`config.mk`:
```
export PLATFORM = sky130hd
export DESIGN_NAME = rr_bus_fabric
export DESIGN_NICKNAME = d
export VERILOG_FILES = /design/src/rtl/rr_bus_fabric.sv
export SDC_FILE = /design/constraint.sdc
export NUM_CORES = 1
export LEC_CHECK = 0
export ABC_AREA = 1
export CORE_MARGIN = 2
export CORE_UTILIZATION = 30
export DETAILED_ROUTE_END_ITERATION = 12
export PLACE_DENSITY_LB_ADDON = 0.2
export SETUP_SLACK_MARGIN = 0.15
export SYNTH_ARGS = -nofsm -noshare
export SYNTH_HDL_FRONTEND = slang
export SYNTH_SLANG_ARGS = --single-unit
```
`constraint.sdc`:
```
create_clock -name clk -period 2.6 [get_ports clk]
set_input_delay 0.52 -clock clk [delete_from_list [all_inputs] [get_ports clk]]
set_output_delay 0.52 -clock clk [all_outputs]
set_load 0.005 [all_outputs]
```
`src/rtl/rr_bus_fabric.sv`:
```
// rr_bus_fabric: N-channel buffered shared bus with round-robin grant, fixed hold time and transfer counter
module rr_bus_fabric #(
  parameter int N_CH        = 3,
  parameter int DATA_W      = 2,
  parameter int HOLD_CYCLES = 4,
  parameter int CNT_W       = 8
) (
  input  logic                     clk,
  input  logic                     reset,
  input  logic [N_CH-1:0]          req_in,
  input  logic [N_CH*DATA_W-1:0]   data_in,
  output logic [N_CH-1:0]          grant,
  output logic [N_CH-1:0]          ack,
  output logic [N_CH-1:0]          pending,
  output logic [DATA_W-1:0]        bus_data,
  output logic                     bus_valid,
  output logic [CNT_W-1:0]         xfer_count
);
  localparam int LW = $clog2(N_CH);
  localparam int HW = HOLD_CYCLES > 1 ? $clog2(HOLD_CYCLES) : 1;
  typedef enum logic {IDLE, GRANT} state_t;
  state_t            r_state, w_next;
  logic [HW-1:0]     r_hold;
  logic [LW-1:0]     r_last, w_sel, w_j;
  logic [N_CH-1:0]   r_pending, r_grant, r_ack, w_cand, w_owner;
  logic [DATA_W-1:0] r_buf [N_CH];
  logic [DATA_W-1:0] r_bus;
  logic              r_valid, w_final, w_found, w_arb;
  logic [CNT_W-1:0]  r_cnt;
  assign w_owner = N_CH'(1) << r_last;
  assign w_final = r_state == GRANT && r_hold == HW'(HOLD_CYCLES - 1);
  // the releasing owner is excluded so others get the bus first
  assign w_cand  = r_pending & ~(w_final ? w_owner : '0);
  assign w_found = |w_cand;
  assign w_arb   = (r_state == IDLE || w_final) && w_found;
  // scan from farthest to nearest so the nearest candidate after r_last wins
  always_comb begin
    w_sel = r_last;
    w_j   = '0;
    for (int k = N_CH; k >= 1; k--) begin
      w_j = LW'((int'(r_last) + k) % N_CH);
      if (w_cand[w_j]) w_sel = w_j;
    end
  end
  always_comb w_next = (r_state == IDLE || w_final) ? (w_found ? GRANT : IDLE) : GRANT;
  always_ff @(posedge clk) r_state <= reset ? IDLE : w_next;
  always_ff @(posedge clk) begin
    if (reset) begin
      r_hold    <= '0;
      r_last    <= LW'(N_CH - 1);
      r_pending <= '0;
      r_grant   <= '0;
      r_ack     <= '0;
      r_bus     <= '0;
      r_valid   <= 1'b0;
      r_cnt     <= '0;
      for (int i = 0; i < N_CH; i++) r_buf[i] <= '0;
    end else begin
      r_ack  <= w_final ? w_owner : '0;
      r_cnt  <= r_cnt + CNT_W'(w_final);
      r_hold <= (r_state == GRANT && !w_final) ? r_hold + 1'b1 : '0;
      if (w_arb) begin
        r_last  <= w_sel;
        r_grant <= N_CH'(1) << w_sel;
        r_bus   <= r_buf[w_sel];
        r_valid <= 1'b1;
      end else if (w_final) begin
        r_grant <= '0;
        r_valid <= 1'b0;
      end
      for (int i = 0; i < N_CH; i++)
        if (w_final && w_owner[i]) r_pending[i] <= 1'b0;
        else if (!r_pending[i] && req_in[i]) begin
          r_pending[i] <= 1'b1;
          r_buf[i]     <= data_in[i*DATA_W +: DATA_W];
        end
    end
  end
  always_comb begin
    grant      = r_grant;
    ack        = r_ack;
    pending    = r_pending;
    bus_data   = r_bus;
    bus_valid  = r_valid;
    xfer_count = r_cnt;
  end
endmodule

```
# --- Word level (Yosys, flattened, before mapping) ---
# Memory sizes are Yosys's and may differ from the RTL's. A register that Yosys moved wholly into a read port is not among the register bits.
# Cells that the tools add are included.
word_totals:
  regBits: 23
  latch_bits: 0
  ramBits: 6
  rom_bits: 0
  in_bits: 11
  wordCells: 85
  n_memories: 1
classes:
  add_sub_neg: 5
  multipliers: 0
  n_div: 3
  magnitude_cmp: 3
  n_eq_ne: 1
  n_shift: 2
  muxes: 33
  bitwise_logic: 7
  n_reduce_logical: 20
mem_list:
  columns: ["memory", "words", "word_bits", "rd", "rd_clocked_by_memory_dff", "write_ports", "line", "source"]
  rows:
  - ["r_buf", 3, 2, 1, 1, 3, "26", "logic [DATA_W-1:0] r_buf [N_CH];"]
op_table:
  columns: ["operator", "n"]
  rows:
  - ["32-bit by 3-bit remainder unit with 32-bit output, second input constant", 3]
  - ["1-bit two-way mux", 21]
  - ["2-bit two-way mux", 6]
  - ["1-bit logical AND", 9]
  - ["2-bit by 3-bit less-than comparator with 1-bit output, second input constant", 3]
  - ["3-bit two-way mux", 3]
  - ["8-bit by 1-bit adder with 8-bit output", 1]
  - ["2-bit OR reduction", 4]
  - ["2-bit by 2-bit adder with 3-bit output, second input constant", 2]
  - ["1-bit binary-select mux with 2-bit select", 3]
  - ["1-bit by 2-bit << shifter with 3-bit output, first input constant", 2]
  - ["1-bit zero test", 4]
  - ["2-bit by 1-bit adder with 3-bit output, second input constant", 1]
  - ["3-bit bitwise AND", 1]
  - ["3-bit inverter", 1]
  - ["1-bit bitwise OR", 3]
  - ["3-bit OR reduction", 1]
  - ["2-bit by 1-bit adder with 2-bit output, second input constant", 1]
  - ["2-bit equality test, second input constant", 1]
  - ["1-bit inverter", 2]
  - ["2-bit nonzero test", 1]
  - ["1-bit logical OR", 1]

# --- Logic depth before layout (Yosys ltp) ---
logic_depth:
  word_depth: 12
  depth_mapped: 15
  ltp_nobuf: 15

# --- Least setup slack after synthesis ---
# OpenSTA, ideal clock, no wires.
synth_timing:
  path_type: "reg2reg"
  from: "reg r_last[0]"
  to: "reg r_bus[0] (netlist: bus_data[0]) (read register of r_buf)"
  setup_time_ns: 0.109
  arrival_time_ns: 1.527
  setup_slack_ns: 0.964
  path_stages_with_launch: 16
  path_buffers: 0
  cell_sequence: "dfxtp_1 > inv_1 > ha_1 > nand3_1 > nand3_1 > nand2_1 > nand2_1 > nand2_1 > nor2_2 > nand2_2 > nand2_4 > inv_2 > nand3_1 > nand3_1 > nand2_1 > inv_1"
synth_via:
  elab_chain_cells: 9
  word_cells_on_any_way: 21
  classes_between: "3 x add/sub; 3 x div; 1 x shift; 10 x mux; 2 x bitwise; 2 x reduce/logical"
synth_lines:
  columns: ["item", "line", "source"]
  rows:
  - ["start: declaration", "24", "logic [LW-1:0] r_last, w_sel, w_j;"]
  - ["start signal: assignment", "50", "r_last <= LW'(N_CH - 1);"]
  - ["start signal: assignment", "63", "r_last <= w_sel;"]
  - ["branches (longest 9 deep; another with 32-bit by 3-bit remainder unit with 32-bit output)", null, null]
  - ["end: declaration", "27", "logic [DATA_W-1:0] r_bus;"]
# Parallel ways; which one is timed is not known. The select of a mux whose other input is x is not followed.
# A chain may end at the register's enable or synchronous reset.

# --- Worst setup path in the final report ---
layout_timing:
  from: "reg r_last[0]"
  to: "reg r_bus[1] (netlist: bus_data[1]) (read register of r_buf)"
# Same word-level chain as after synthesis.

==> results by group <==
Status
  • Status: completed

GRT
  • First-pass GRT wire length: 5.582 mm
  • Vias in the first global route: 1258
  • Gr ovfl total: 0
  • GRT Util Overall: 0.1342
  • Initial antenna violation count: 0
  • Pin count of the biggest net entering global routing: 14

Final layout
  • Antenna Cells: 0
  • Commonest non-fill, non-tap cell in the layout: nand2_1
  • Share of post-route cells with drive strength above 1: 0.1239
  • Total Nets Final: 241
  • Filler cells: 493
  • Layout area overhead: 31.83%
  • Multi-input gate area: 670.6 um2
  • Seq. cell area: 680.7 um2
  • Most frequent cells in the layout: 37 x nand2_1, 30 x clkdlybuf4s50_1, 25 x dfxtp_1

Clock network
  • Clock buffer depth: 2
  • CTS Root Cell: clkbuf_8
  • Clk_lat worst skew: 0.28 ns
  • Clk slew on worst S/H paths: 0.06 ns
  • # resized after CTS: 0
  • CTS Buf Count: 5
  • H-tree levels: 2
  • Hold buffers post-CTS: 0
  • Setup bufs post-CTS: 0
  • Sink Count: 31
  • TritonCTS clock tree: yes

Power
  • Pleak: 0.8709 nW
  • Pwr Density: 634.9 nW/um2
  • Total power: 1.234 mW
  • Peak VDD IR: 0.3746 mV

Timing
  • Period Utilization, post-route: 0.7470
  • Rel. slew slack: 0.6716
  • Max Slew Vio Count: 0
  • Min Tclk post-route: 1.942 ns
  • Slew @ Worst Pin: 0.4904 ns
  • Post-route setup TNS: 0 ns
  • Worst Skew: 0.004589 ns
  • Final setup violation count: 0
  • Final hold violations: 0
  • Maximum clock frequency: 514.9 MHz
  • RSZ-0062 raised after global routing: no

Hold path
  • Min-Delay Path Class: reg2reg
  • Hold Path Cell Cnt: 1

Floorplan
  • Die H: 74.10 um
  • Row cnt: 25
  • Die W: 74.10 um
  • Area of the core: 4723 um2
  • Boundary pin count: 31
  • Initial Util: 0.3121
  • Die area: 5490 um2

Worst setup path
  • Crit path DAT: 2.13 ns
  • Critical path endpoint category: register
  • Crit-path max FO: 5
  • FF-to-FF path depth: 15
  • WP data required: 2.78 ns
  • Crit start category: register
  • Crit path kind: reg2reg

Detailed routing
  • Vias/cell: 4.392
  • Via count: 1287
  • Drt wl/cell: 10.98 um
  • # DRC: 0
  • Initial detailed-routing violation count: 65
  • Final ANT Viol Nets: 0
  • DR pass1 iterations: 5
  • Final wirelength: 3.217 mm

Logic synthesis
  • Synth Flop Type: dfxtp_1
  • Syn. warnings: 0
  • Syn_nets: 204
  • Mapped Cells: 188
  • Post-synth EDFFs: 6
  • Synth Register Bits: 31
  • Post-synthesis sequential area ratio: 0.4618
  • Async SR Flop Fraction: 0
  • Mapped Avg Cell Area: 7.840 um2
  • Mapped cell area: 1474 um2
  • Number of distinct library cells after synthesis: 25

Run
  • Maxcap violations: 0

Placement
  • Post-DP HPWL: 2.493 mm
  • Gpl congestion: 0.9159
  • Number of I/O port buffers: 30
per-stage QoR:
step / utilization / worst slack [ns] / instances / area [um2] / hold WS (ns)
global route: 0.4114 / 0.4018 / 293 / 1943 / 0.4588
global placement: 0.3944 / 0.5968 / 285 / 1863 / 0.4146
detailed placement: 0.3944 / 0.5934 / 285 / 1863 / 0.4172
floorplan: - / 0.9643 / 188 / 1474 / 0.3992
CTS: 0.4114 / 0.6654 / 293 / 1943 / 0.4257
finish: 0.4114 / 0.6578 / 293 / 1943 / 0.4265
synth_stat cells, types with 3 or more instances:
cell type	instances	area share
nand2_2	6	0.025
nor2_1	17	0.043
a21oi_1	14	0.048
nand3_2	4	0.027
nand4_1	3	0.013
dfxtp_1	25	0.34
nand2_1	37	0.094
o21ai_0	6	0.020
inv_1	24	0.061
inv_2	5	0.013
ha_1	5	0.042
edfxtp_1	6	0.12
nand3_1	18	0.061
nor2_2	3	0.013
critical path, cell delays in order, from the launching register on:
cell and delay [ns]:
dfxtp_1 0.34, inv_1 0.11, ha_1 0.28, nand3_1 0.22, nand3_1 0.16, nand2_1 0.06, nand2_1 0.07, nand2_1 0.07
nor2_2 0.09, nand2_2 0.07, nand2_4 0.10, inv_2 0.05, nand3_1 0.06, nand3_1 0.08, nand2_1 0.06, inv_1 0.03
sequential cells by signal, summed over array words and instances (netlist names):
signal,flops
grant,3
pending,3
r_hold,2
ack,3
bus_data,2
r_buf,6
xfer_count,8
r_last,2
r_state,1
bus_valid,1
final timing paths:
| kind | endpoint | slack, ns | start |
|---|---|---|---|
| worst max-delay path | bus_data[1] | 0.66 | r_last[0] |
| worst min-delay path | r_hold[0] | 0.43 | r_hold[0] |
| worst max register to register | bus_data[1] | 0.66 | r_last[0] |
| worst min register to register | r_hold[0] | 0.43 | r_hold[0] |
metal layers:
layer,vias up,track usage,share of wire
met5,-,0,0
met4,0,0.04242,0.013
met3,4,0.04336,0.059
met2,36,0.2272,0.47
met1,566,0.1621,0.46
li1,681,-,-
cell type report:
| cell class | instances | area share |
|---|---|---|
| Sequential cell | 31 | 0.3503 |
| Inverter | 30 | 0.05795 |
| Timing Repair Buffer | 32 | 0.1623 |
| Clock buffer | 8 | 0.04121 |
| Tap cell | 67 | 0.04314 |
| Multi-Input combinational cell | 125 | 0.3451 |
cell families after synthesis:
| group | synth area share |
|---|---|
| compound gates | 0.1036 |
| simple gates | 0.3090 |
| buf+inv | 0.08319 |
| fa+ha+maj | 0.04244 |
| flops | 0.4618 |
report_power, final:
| part | leakage (nW) | internal, mW | switching [mW] | total [mW] |
|---|---|---|---|---|
| registers | 0.268 | 0.529 | 0.0251 | 0.554 |
| logic | 0.564 | 0.135 | 0.190 | 0.325 |
| clock network | 0.0395 | 0.190 | 0.165 | 0.355 |
| total | 0.871 | 0.853 | 0.381 | 1.23 |
(Power assumes the default switching activity.)
